File: src/rtl/lsu_align_if.sv
// Request/response handshake between the core address path and lsu_align.
// master: the core side issuing requests; slave: the alignment unit.
interface lsu_align_if #(
    parameter int WIDTH      = 32,
    parameter int ADDR_WIDTH = 17
);
    logic                  req_valid;
    logic                  req_ready;
    logic                  req_we;
    logic [1:0]            address_mode;
    logic                  req_unsigned;
    logic [ADDR_WIDTH-1:0] req_addr;
    logic [WIDTH-1:0]      req_wdata;
    logic                  rsp_valid;
    logic [WIDTH-1:0]      rsp_rdata;
    logic                  rsp_err;

    modport master (
        output req_valid, req_we, address_mode, req_unsigned, req_addr, req_wdata,
        input  req_ready, rsp_valid, rsp_rdata, rsp_err
    );

    modport slave (
        input  req_valid, req_we, address_mode, req_unsigned, req_addr, req_wdata,
        output req_ready, rsp_valid, rsp_rdata, rsp_err
    );
endinterface

File: src/rtl/lsu_align.sv
// lsu_align: RV32 load/store alignment unit.
// Splits a byte/halfword/word request into one or two word-aligned memory
// accesses with byte strobes and returns an extended load value or a store
// completion. Build option LSU_MISALIGNED_EN: when defined, word-crossing
// accesses are split into LO/HI accesses; when undefined, misaligned
// requests are rejected with rsp_err and no memory access.
module lsu_align #(
    parameter int WIDTH      = 32,
    parameter int ADDR_WIDTH = 17
) (
    input  logic                  clk_i,
    input  logic                  rst_i,
    lsu_align_if.slave            req_if,
    output logic                  mem_en_o,
    output logic                  mem_we_o,
    output logic [ADDR_WIDTH-3:0] mem_addr_o,
    output logic [3:0]            mem_wstrb_o,
    output logic [WIDTH-1:0]      mem_wdata_o,
    input  logic [WIDTH-1:0]      mem_rdata_i
);

    typedef enum logic [1:0] {
        ST_IDLE = 2'd0,
        ST_LO   = 2'd1,
        ST_HI   = 2'd2,
        ST_FIN  = 2'd3
    } state_e;

    // Byte-lane mask of an access starting at lane 0; mode 11 is a word.
    function automatic logic [3:0] size_mask(input logic [1:0] mode);
        logic [3:0] m;
        case (mode)
            2'b00:   m = 4'b0001;
            2'b01:   m = 4'b0011;
            default: m = 4'b1111;
        endcase
        return m;
    endfunction

    // Strobes for the LO word (hi=0) or the spill into the HI word (hi=1).
    function automatic logic [3:0] lane_strb(input logic [1:0] mode, input logic [1:0] off,
                                             input logic hi);
        logic [7:0] wide;
        wide = {4'b0000, size_mask(mode)} << off;
        return hi ? wide[7:4] : wide[3:0];
    endfunction

    // Store data shifted into lanes: LO gets data << 8*o, HI gets data >> 8*(4-o).
    function automatic logic [WIDTH-1:0] lane_data(input logic [WIDTH-1:0] data,
                                                   input logic [1:0] off, input logic hi);
        logic [2*WIDTH-1:0] wide;
        wide = {{WIDTH{1'b0}}, data} << {off, 3'b000};
        return hi ? wide[2*WIDTH-1:WIDTH] : wide[WIDTH-1:0];
    endfunction

    // o + s > 4: only a halfword at offset 3 or a word at a nonzero offset.
    function automatic logic crosses(input logic [1:0] mode, input logic [1:0] off);
        logic c;
        case (mode)
            2'b00:   c = 1'b0;
            2'b01:   c = (off == 2'b11);
            default: c = (off != 2'b00);
        endcase
        return c;
    endfunction

    // o % s != 0.
    function automatic logic misaligned(input logic [1:0] mode, input logic [1:0] off);
        logic m;
        case (mode)
            2'b00:   m = 1'b0;
            2'b01:   m = off[0];
            default: m = (off != 2'b00);
        endcase
        return m;
    endfunction

    state_e                state_q;
    logic                  we_q;
    logic                  unsigned_q;
    logic [1:0]            mode_q;
    logic [1:0]            off_q;
    logic [ADDR_WIDTH-3:0] word_q;
    logic [WIDTH-1:0]      wdata_q;
    logic                  cross_q;
    logic                  err_q;
    logic [WIDTH-1:0]      lo_q;
    logic                  rsp_valid_q;
    logic [WIDTH-1:0]      rsp_rdata_q;
    logic                  rsp_err_q;
    logic                  mem_en_q;
    logic                  mem_we_q;
    logic [ADDR_WIDTH-3:0] mem_addr_q;
    logic [3:0]            mem_wstrb_q;
    logic [WIDTH-1:0]      mem_wdata_q;

    logic [1:0]         req_off_s;
    logic               req_cross_s;
    logic               req_reject_s;
    logic [2*WIDTH-1:0] load_cat_s;
    logic [WIDTH-1:0]   load_word_s;
    logic [WIDTH-1:0]   load_data_d;

    assign req_off_s = req_if.req_addr[1:0];

`ifdef LSU_MISALIGNED_EN
    assign req_cross_s  = crosses(req_if.address_mode, req_off_s);
    assign req_reject_s = 1'b0;
`else
    assign req_cross_s  = 1'b0;
    assign req_reject_s = misaligned(req_if.address_mode, req_off_s);
`endif

    // In FIN the last word read sits on mem_rdata_i; a crossing load pairs it with the LO buffer.
    assign load_cat_s  = cross_q ? {mem_rdata_i, lo_q} : {{WIDTH{1'b0}}, mem_rdata_i};
    assign load_word_s = WIDTH'(load_cat_s >> {off_q, 3'b000});

    // Truncate the shifted load to the access size and sign/zero-extend it.
    always_comb begin
        load_data_d = load_word_s;
        case (mode_q)
            2'b00:   load_data_d = {{(WIDTH-8){~unsigned_q & load_word_s[7]}}, load_word_s[7:0]};
            2'b01:   load_data_d = {{(WIDTH-16){~unsigned_q & load_word_s[15]}}, load_word_s[15:0]};
            default: load_data_d = load_word_s;
        endcase
    end

    // Transaction FSM: latches the request, drives registered memory strobes, builds the response.
    always_ff @(posedge clk_i) begin
        if (rst_i) begin
            state_q     <= ST_IDLE;
            we_q        <= 1'b0;
            unsigned_q  <= 1'b0;
            mode_q      <= 2'b00;
            off_q       <= 2'b00;
            word_q      <= {(ADDR_WIDTH-2){1'b0}};
            wdata_q     <= {WIDTH{1'b0}};
            cross_q     <= 1'b0;
            err_q       <= 1'b0;
            lo_q        <= {WIDTH{1'b0}};
            rsp_valid_q <= 1'b0;
            rsp_rdata_q <= {WIDTH{1'b0}};
            rsp_err_q   <= 1'b0;
            mem_en_q    <= 1'b0;
            mem_we_q    <= 1'b0;
            mem_addr_q  <= {(ADDR_WIDTH-2){1'b0}};
            mem_wstrb_q <= 4'b0000;
            mem_wdata_q <= {WIDTH{1'b0}};
        end else begin
            rsp_valid_q <= 1'b0;
            case (state_q)
                ST_IDLE: begin
                    if (req_if.req_valid) begin
                        we_q       <= req_if.req_we;
                        unsigned_q <= req_if.req_unsigned;
                        mode_q     <= req_if.address_mode;
                        off_q      <= req_off_s;
                        word_q     <= req_if.req_addr[ADDR_WIDTH-1:2];
                        wdata_q    <= req_if.req_wdata;
                        cross_q    <= req_cross_s;
                        err_q      <= req_reject_s;
                        if (req_reject_s) begin
                            state_q <= ST_FIN;
                        end else begin
                            state_q     <= ST_LO;
                            mem_en_q    <= 1'b1;
                            mem_we_q    <= req_if.req_we;
                            mem_addr_q  <= req_if.req_addr[ADDR_WIDTH-1:2];
                            mem_wstrb_q <= req_if.req_we ?
                                           lane_strb(req_if.address_mode, req_off_s, 1'b0) : 4'b0000;
                            mem_wdata_q <= lane_data(req_if.req_wdata, req_off_s, 1'b0);
                        end
                    end else begin
                        state_q <= ST_IDLE;
                    end
                end
                ST_LO: begin
                    if (cross_q) begin
                        state_q     <= ST_HI;
                        mem_en_q    <= 1'b1;
                        mem_we_q    <= we_q;
                        mem_addr_q  <= word_q + {{(ADDR_WIDTH-3){1'b0}}, 1'b1};
                        mem_wstrb_q <= we_q ? lane_strb(mode_q, off_q, 1'b1) : 4'b0000;
                        mem_wdata_q <= lane_data(wdata_q, off_q, 1'b1);
                    end else begin
                        state_q     <= ST_FIN;
                        mem_en_q    <= 1'b0;
                        mem_we_q    <= 1'b0;
                        mem_wstrb_q <= 4'b0000;
                    end
                end
                ST_HI: begin
                    // LO read data arrives during HI; keep it for assembly in FIN.
                    lo_q        <= mem_rdata_i;
                    state_q     <= ST_FIN;
                    mem_en_q    <= 1'b0;
                    mem_we_q    <= 1'b0;
                    mem_wstrb_q <= 4'b0000;
                end
                ST_FIN: begin
                    if (!cross_q && !err_q) begin
                        lo_q <= mem_rdata_i;
                    end else begin
                        lo_q <= lo_q;
                    end
                    rsp_valid_q <= 1'b1;
                    rsp_err_q   <= err_q;
                    rsp_rdata_q <= (err_q || we_q) ? {WIDTH{1'b0}} : load_data_d;
                    state_q     <= ST_IDLE;
                end
                default: begin
                    state_q <= ST_IDLE;
                end
            endcase
        end
    end

    assign req_if.req_ready = (state_q == ST_IDLE);
    assign req_if.rsp_valid = rsp_valid_q;
    assign req_if.rsp_rdata = rsp_rdata_q;
    assign req_if.rsp_err   = rsp_err_q;
    assign mem_en_o         = mem_en_q;
    assign mem_we_o         = mem_we_q;
    assign mem_addr_o       = mem_addr_q;
    assign mem_wstrb_o      = mem_wstrb_q;
    assign mem_wdata_o      = mem_wdata_q;

endmodule

File: src/flat_wrapper.sv
// flat-port wrapper written by rule: the top's interface ports become plain ports
module lsu_align_flat 
#(
    parameter int WIDTH      = 32,
    parameter int ADDR_WIDTH = 17
)
  (clk_i, rst_i, mem_en_o, mem_we_o, mem_addr_o, mem_wstrb_o, mem_wdata_o, mem_rdata_i, req_if_req_valid, req_if_req_we, req_if_address_mode, req_if_req_unsigned, req_if_req_addr, req_if_req_wdata, req_if_req_ready, req_if_rsp_valid, req_if_rsp_rdata, req_if_rsp_err);
  lsu_align_if #(.WIDTH(WIDTH), .ADDR_WIDTH(ADDR_WIDTH)) req_if_i ();
  input  logic clk_i;
  input  logic rst_i;
  output logic mem_en_o;
  output logic mem_we_o;
  output logic [ADDR_WIDTH-3:0] mem_addr_o;
  output logic [3:0] mem_wstrb_o;
  output logic [WIDTH-1:0] mem_wdata_o;
  input  logic [WIDTH-1:0] mem_rdata_i;
  input wire logic [$bits(req_if_i.req_valid)-1:0] req_if_req_valid;
  input wire logic [$bits(req_if_i.req_we)-1:0] req_if_req_we;
  input wire logic [$bits(req_if_i.address_mode)-1:0] req_if_address_mode;
  input wire logic [$bits(req_if_i.req_unsigned)-1:0] req_if_req_unsigned;
  input wire logic [$bits(req_if_i.req_addr)-1:0] req_if_req_addr;
  input wire logic [$bits(req_if_i.req_wdata)-1:0] req_if_req_wdata;
  output wire logic [$bits(req_if_i.req_ready)-1:0] req_if_req_ready;
  output wire logic [$bits(req_if_i.rsp_valid)-1:0] req_if_rsp_valid;
  output wire logic [$bits(req_if_i.rsp_rdata)-1:0] req_if_rsp_rdata;
  output wire logic [$bits(req_if_i.rsp_err)-1:0] req_if_rsp_err;
  assign req_if_i.req_valid = req_if_req_valid;
  assign req_if_i.req_we = req_if_req_we;
  assign req_if_i.address_mode = req_if_address_mode;
  assign req_if_i.req_unsigned = req_if_req_unsigned;
  assign req_if_i.req_addr = req_if_req_addr;
  assign req_if_i.req_wdata = req_if_req_wdata;
  assign req_if_req_ready = req_if_i.req_ready;
  assign req_if_rsp_valid = req_if_i.rsp_valid;
  assign req_if_rsp_rdata = req_if_i.rsp_rdata;
  assign req_if_rsp_err = req_if_i.rsp_err;
  lsu_align #(.WIDTH(WIDTH), .ADDR_WIDTH(ADDR_WIDTH)) u_core (.clk_i(clk_i), .rst_i(rst_i), .req_if(req_if_i), .mem_en_o(mem_en_o), .mem_we_o(mem_we_o), .mem_addr_o(mem_addr_o), .mem_wstrb_o(mem_wstrb_o), .mem_wdata_o(mem_wdata_o), .mem_rdata_i(mem_rdata_i));
endmodule
File: config.mk
export PLATFORM = sky130hd
export DESIGN_NAME = lsu_align_flat
export DESIGN_NICKNAME = d
export VERILOG_FILES = /design/src/rtl/lsu_align_if.sv /design/src/rtl/lsu_align.sv /design/src/flat_wrapper.sv
export SDC_FILE = /design/constraint.sdc
export NUM_CORES = 1
export LEC_CHECK = 0
export BUFFER_PORTS_ARGS = -buffer_cell sky130_fd_sc_hd__buf_2
export CORE_MARGIN = 5
export CORE_UTILIZATION = 35
export DETAILED_ROUTE_END_ITERATION = 16
export PLACE_DENSITY = 0.65
export SLEW_MARGIN = 20
export SYNTH_ARGS = -nofsm -noshare
export SYNTH_HDL_FRONTEND = slang
export SYNTH_SLANG_ARGS = --single-unit
export TNS_END_PERCENT = 20
File: constraint.sdc
create_clock -name clk_i -period 2.6 [get_ports clk_i]
set_input_delay 0.65 -clock clk_i [delete_from_list [all_inputs] [get_ports clk_i]]
set_output_delay 0.65 -clock clk_i [all_outputs]
set_load 0.05 [all_outputs]
==> impl_metrics.py, run 1 <==
metrics = {
    "run_status": {
        "outcome": "finished clean",
    },
    "route": {
        "dr_wl_met3_mm": 1.281,
        "wl_met1_mm": 5.359,
        "drt_wl_total_mm": 13.35,
        "ant_nets": 0,
        "num_vias": 4321,
        "remaining_drc_errors": 0,
        "maxUsedRoutingLayer": "met4",
        "wl_met2_mm": 6.498,
        "wl_per_cell_um": 15.95,
        "via_per_inst": 5.162,
        "drtIter0Drc": 304,
        "drt_pass1_iterations": 5,
    },
    "floorplan": {
        "die_h_um": 122.1,
        "io_pins": 176,
        "fp.dieW_um": 122.1,
        "dieArea_sq_um": 14900,
        "core-area_sq_um": 12470,
        "initial_core_util": 0.3527,
        "rows": 41,
    },
    "sta": {
        "slew_headroom": 0.5302,
        "worst_pin_slew_ns": 0.7033,
        "hold_violations": 0,
        "min_period_over_period": 0.7406,
        "min_period_ns": 1.926,
        "fin_worst_skew_ns": 0.003429,
        "tns_ns": 0,
        "hold_slack_ns": 0.4473,
        "rsz0062_at_grt": "no",
        "finalSetupViolCount": 0,
        "clock.fmax_mhz": 519.3,
        "final_max_slew_viol_count": 0,
    },
    "clock_network": {
        "cts_inserted_buffers": 9,
        "clock_latency_ns": 0.34,
        "cts_sinks": 96,
        "clkTransAtPathRegs_ns": 0.06,
        "htreeDepth": 3,
        "clockRootBuffer": "clkbuf_16",
        "cts_resized": 0,
        "cts_tree": "done",
        "hold_buffers": 0,
        "clock_path_buffers": 2,
        "cts_setup_buffers": 0,
    },
    "critical_path": {
        "critPathKind": "reg2reg",
        "path_depth": 5,
        "cp_data_arrival_time_ns": 2.20,
        "r2r_cells": 5,
        "reg2reg_from": "u_core.state_q[0]$_SDFF_PP0_",
        "cp-end-kind": "register",
        "cp.buffers_inverters": 0,
        "required_ns": 2.88,
        "crit_chain": "ha_1, or4b_1, nor3_2, and3_4, a221o_1",
        "startpoint": "u_core.state_q[0]$_SDFF_PP0_",
        "cpPeakStageDelay_ns": 0.61,
        "crit_fanout": 8,
        "rrSetupSlack_ns": 0.67,
        "cpLargestDelayFamily": "simple AND/OR/NAND/NOR gates",
        "r2r-end": "u_core.req_if.rsp_rdata[29]$_SDFFE_PP0P_",
        "start_kind": "register",
        "cp-endpoint": "u_core.req_if.rsp_rdata[29]$_SDFFE_PP0P_",
        "slowest_stage": "or4b_1",
    },
    "power_and_ir_drop": {
        "power_frac_seq": 0.416,
        "power_leakage_nw": 2.522,
        "p_int_mw": 2.706,
        "pwr-share-comb": 0.198,
        "p_clk_frac": 0.386,
        "ir_worst_vdd_uv": 370.2,
        "switchingPower_mw": 1.068,
        "pwr_density_cell_nw_per_um2": 653.4,
        "p_sw_frac": 0.2830,
    },
    "synth": {
        "syn_avg_cell_area_sq_um": 8.758,
        "yosysTopAreaCellShare": 0.4371,
        "async_reset_ff_frac": 0,
        "synth_xor_area_frac": 0,
        "yosysWarnings": 0,
        "synth_top_family_by_area": "simple AND/OR/NAND/NOR gates",
        "synth_compound_area_frac": 0.1810,
        "netlist_instances": 502,
        "synth_top_cell_by_area": "dfxtp_1",
        "synth_ff_type": "dfxtp_1",
        "synthTopCellsByArea": "dfxtp_1 (44%), nand2_1 (7.8%), a21oi_1 (6.4%)",
        "ys_seq_area_frac": 0.4371,
        "yosysMostFrequentCell": "dfxtp_1",
        "ys_top_cells_by_count": "dfxtp_1 (96), nand2_1 (91), a21oi_1 (56)",
        "synth_area_sq_um": 4397,
        "ys_ff_latch": 96,
        "yosys.area_share.simple": 0.1895,
        "synth-edff-count": 0,
        "synth_cell_type_count": 40,
        "synth_fa_ha_area_frac": 0.008537,
        "synth_nets": 593,
        "yosys-mux-area-fraction": 0.1389,
    },
    "cells_and_area": {
        "syn2layout_area_growth_pct": 31.39,
        "finalNetCount": 751,
        "antennaDiodeCount": 0,
        "seqCellArea_sq_um": 1922,
        "multi_input_area_sq_um": 2288,
        "post_layout_nonfiller_instances": 837,
        "nFillCells": 1214,
        "drive_above_1_share": 0.3549,
    },
    "placed_design": {
        "place.gp.congestion": 0.8955,
        "hpwlAfterDp_mm": 10.06,
        "place_inst": 821,
        "portBuffers": 175,
    },
    "worst_hold_path": {
        "worstHoldStart": "u_core.mem_we_o$_SDFFE_PP0P_",
        "hp-class": "reg2reg",
    },
    "global_routing": {
        "grt_pass1_wl_mm": 21.36,
        "antenna_found_initial": 0,
        "grt_pass1_vias": 4257,
        "grt-ovfl-total": 0,
        "grt_start_max_net_pins": 56,
        "grt.total_usage": 0.1801,
    },
    "job": {
        "maxCapViolCount": 0,
    },
}
layout by cell type, fill, tap and decap left out, types with 8 or more instances in the layout:
cell / synthesis / final
a211oi_1: 9 / 9
a21oi_1: 56 / 56
a221o_1: 8 / 8
a22oi_1: 16 / 16
buf_2: 11 / 175
buf_4: 0 / 12
clkbuf_16: 0 / 9
dfxtp_1: 96 / 96
mux2_2: 16 / 16
mux2i_1: 25 / 25
mux4_2: 8 / 8
nand2_1: 91 / 91
nand3_1: 10 / 10
nand3b_1: 8 / 8
nor2_1: 35 / 35
nor3_1: 9 / 9
o211ai_1: 9 / 9
o21ai_0: 27 / 27
or3_1: 8 / 8
state kept, by name, summed over array words and instances, names as in the netlist, 2 cells and up:
register	flops
u_core.mem_addr_o	15
u_core.mem_wstrb_o	4
u_core.mem_wdata_o	32
u_core.req_if.rsp_rdata	32
u_core.state_q	2
u_core.mode_q	2
u_core.off_q	2
routing by layer:
metal	GRT usage	vias up
li1	-	2099
met4	0.06088	0
met5	0	-
met3	0.06035	22
met1	0.2159	2029
met2	0.3028	171
worst reg2reg max path, cell delays in order, from the launching register on:
cell and delay, ns:
dfxtp_1 0.36, ha_1 0.26, or4b_1 0.61, nor3_2 0.22
and3_4 0.28, a221o_1 0.14
how the worst min path moves through the flow:
| stage | end | slack, ns | depth (start not counted) |
|---|---|---|---|
| 6_report | u_core.mem_we_o$_SDFFE_PP0P_ | 0.45 | 2 |
| 3_5_place_dp | u_core.mem_we_o$_SDFFE_PP0P_ | 0.44 | 2 |
| 2_1_floorplan | u_core.mode_q[0]$_SDFFE_PP0P_ | 0.45 | 2 |
| 3_3_place_gp | u_core.mem_we_o$_SDFFE_PP0P_ | 0.43 | 2 |
| 5_1_grt | u_core.mem_wdata_o[6]$_SDFFE_PP0P_ | 0.47 | 2 |
| 4_1_cts | u_core.mem_we_o$_SDFFE_PP0P_ | 0.45 | 2 |
cell type report:
cell class                      count  share of cell area
Tap cell                          172             0.03725
Clock buffer                       14             0.04743
Inverter                            3            0.001949
Sequential cell                    96              0.3327
Timing Repair Buffer              189              0.1741
Clock inverter                      2             0.01040
Multi-Input combinational cell    361              0.3961
power by group through the flow:
stage	combinational, mW	clock [mW]	sequential [mW]
final	0.746	1.46	1.57
after global routing	0.809	1.57	1.58
after CTS	0.749	1.49	1.57
after detailed placement	0.747	0	1.60
after global placement	0.736	0	1.60
after floorplan	0.338	0	1.78
kinds of logic (layout without fill, tap and decap cells):
kind of cell / count (synthesis) / in the layout
and+or+nand+nor: 178 / 178
AOI/OAI and AO/OA: 131 / 131
DFF: 96 / 96
muxes: 49 / 49
buffers and inverters: 45 / 208
adders and majority gates: 3 / 3
metrics by stage:
stage / area, sq um / total power, mW / setup WS [ns] / util
floorplan: 4397 / 2.115 / 0.4494 / -
global placement: 5443 / 2.338 / 0.5097 / 0.4366
detailed placement: 5443 / 2.351 / 0.4709 / 0.4366
CTS: 5777 / 3.815 / 0.6520 / 0.4634
global route: 5777 / 3.955 / 0.4447 / 0.4634
finish: 5777 / 3.775 / 0.6745 / 0.4634
(Power assumes the default switching activity.)
==> inputs of run 2 (changes only) <==
- PLACE_DENSITY: 0.65 -> 0.67
- clock period: 2.6 -> 1.7 ns (I/O delays scaled with it)
==> run 2 against run 1 <==
The flow now finishes with violations (negative setup slack). Critical path depth shrank 1. Global-route usage is 0.29 points lower. Maximum frequency is 10% higher. Die area did not move. Critical path type unchanged. Largest cell class unchanged. Largest power group unchanged.
==> impl_metrics.py, run 2 (same netlist as run 1, synthesis figures left out) <==
metrics = {
    "clock_network": {
        "hold_buffers": 0,
        "cts_tree": "done",
        "clockRootBuffer": "clkbuf_16",
        "clock_path_buffers": 2,
        "cts_sinks": 96,
        "clock_latency_ns": 0.34,
        "clkTransAtPathRegs_ns": 0.07,
        "cts_inserted_buffers": 9,
        "htreeDepth": 3,
    },
    "critical_path": {
        "r2r_cells": 4,
        "cp-end-kind": "register",
        "cp_data_arrival_time_ns": 1.98,
        "start_kind": "register",
        "required_ns": 1.94,
        "critPathKind": "reg2reg",
        "reg2reg_from": "u_core.off_q[1]$_SDFFE_PP0P_",
        "rrSetupSlack_ns": -0.05,
        "r2r-end": "u_core.req_if.rsp_rdata[31]$_SDFFE_PP0P_",
        "crit_fanout": 8,
    },
    "route": {
        "num_vias": 4435,
        "ant_nets": 0,
        "remaining_drc_errors": 0,
        "wl_per_cell_um": 15.73,
        "via_per_inst": 5.157,
        "drt_wl_total_mm": 13.53,
        "drtIter0Drc": 288,
        "drt_pass1_iterations": 5,
    },
    "sta": {
        "rsz0062_at_grt": "yes",
        "tns_ns": -0.2894,
        "finalSetupViolCount": 8,
        "min_period_over_period": 1.027,
        "clock.fmax_mhz": 572.7,
        "hold_violations": 0,
        "setup_ws_ns": -0.04605,
        "fin_worst_skew_ns": 0.005581,
        "min_period_ns": 1.746,
        "slew_headroom": 0.4486,
        "worst_pin_slew_ns": 0.8253,
        "final_max_slew_viol_count": 0,
    },
    "cells_and_area": {
        "drive_above_1_share": 0.3983,
        "post_layout_nonfiller_instances": 860,
        "final_common_cell": "buf_2",
        "finalNetCount": 774,
        "final_cell_mix": "buf_2 (175), dfxtp_1 (94), nand2_1 (91)",
        "syn2layout_area_growth_pct": 36.62,
        "antennaDiodeCount": 0,
    },
    "floorplan": {
        "io_pins": 176,
        "initial_core_util": 0.3527,
        "fp.dieW_um": 122.1,
        "core-area_sq_um": 12470,
        "dieArea_sq_um": 14900,
        "die_h_um": 122.1,
        "rows": 41,
    },
    "power_and_ir_drop": {
        "pwr_density_cell_nw_per_um2": 942.2,
        "finalPower_mw": 5.660,
        "power_leakage_nw": 2.626,
        "ir_worst_vdd_uv": 535.0,
    },
    "global_routing": {
        "grt_pass1_vias": 4299,
        "grt_start_max_net_pins": 47,
        "grt-ovfl-total": 0,
        "grt_pass1_wl_mm": 20.93,
        "antenna_found_initial": 0,
        "grt.total_usage": 0.1771,
    },
    "worst_hold_path": {
        "worstHoldStart": "req_if_req_addr[11]",
        "hold_end": "u_core.mem_addr_o[9]$_SDFFE_PP0P_",
        "worst_hold_path.num_cells": 3,
        "hp-class": "in2reg",
    },
    "placed_design": {
        "place_inst": 843,
        "dp_worst_setup_slack_ns": -0.2222,
        "hpwlAfterDp_mm": 10.41,
        "portBuffers": 175,
        "place.gp.congestion": 0.8826,
    },
    "run_status": {
        "outcome": "complete, but fails checks",
        "violations": "negative setup slack",
    },
    "job": {
        "maxCapViolCount": 0,
    },
}
==> run 2: power by group <==
part | leakage, nW | switching (mW) | internal [mW]
clock | 0.143 | 0.877 | 1.15
combinational | 1.70 | 0.778 | 0.450
sequential | 0.780 | 0.0609 | 2.35
==> run 2: routing by layer <==
layer / up-vias / GRT usage / share of wire
met5: - / 0 / 0
li1: 2138 / - / -
met2: 178 / 0.3046 / 0.48
met1: 2102 / 0.2073 / 0.41
met4: 0 / 0.07348 / 0.018
met3: 17 / 0.04968 / 0.092
==> run 2: worst max-delay path, cell delays in order (launching register included) <==
cell and delay [ns]:
dfxtp_2 0.36, mux4_2 0.53, or2_1 0.25, and3_4 0.22, a221o_1 0.27
==> run 2: how the worst max path moves through the flow <==
stage / start / end / slack (ns) / cells past startpoint
floorplan: u_core.off_q[1]$_SDFFE_PP0P_ / u_core.req_if.rsp_rdata[24]$_SDFFE_PP0P_ / -0.10 / 6
global placement: mem_rdata_i[31] / u_core.req_if.rsp_rdata[27]$_SDFFE_PP0P_ / -0.18 / 5
detailed placement: mem_rdata_i[31] / u_core.req_if.rsp_rdata[31]$_SDFFE_PP0P_ / -0.22 / 5
CTS: u_core.state_q[0]$_SDFF_PP0_ / u_core.req_if.rsp_rdata[18]$_SDFFE_PP0P_ / -0.05 / 5
global route: u_core.off_q[1]$_SDFFE_PP0P_ / u_core.req_if.rsp_rdata[30]$_SDFFE_PP0P_ / -0.1 / 4
finish: u_core.off_q[1]$_SDFFE_PP0P_ / u_core.req_if.rsp_rdata[31]$_SDFFE_PP0P_ / -0.05 / 4
==> run 2: what timing repair did <==
| action | 4_1_cts | 5_1_grt |
|---|---|---|
| setup endpoints to repair | 26 | 44 |
| setup buffers | 1 | 0 |
| pin swaps | 2 | 5 |
| resized for setup | 4 | 14 |
==> run 2: area by class of cell <==
cell class,count,area [sq um]
clock buffers,10,229.0
inverters,3,11.26
clock inverters,6,68.82
multi-input cells,361,2356
fillers,1254,6459
well taps,172,215.2
flip-flops and latches,96,1924
repair buffers,212,1202
==> run 2: stage by stage <==
step	hold WS [ns]	area, sq um	utilization
2_1_floorplan	0.4528	4431	-
3_3_place_gp	0.4278	5633	0.4519
3_5_place_dp	0.4384	5633	0.4519
4_1_cts	0.2914	5946	0.4770
5_1_grt	0.3071	6007	0.4819
6_report	0.3088	6007	0.4819
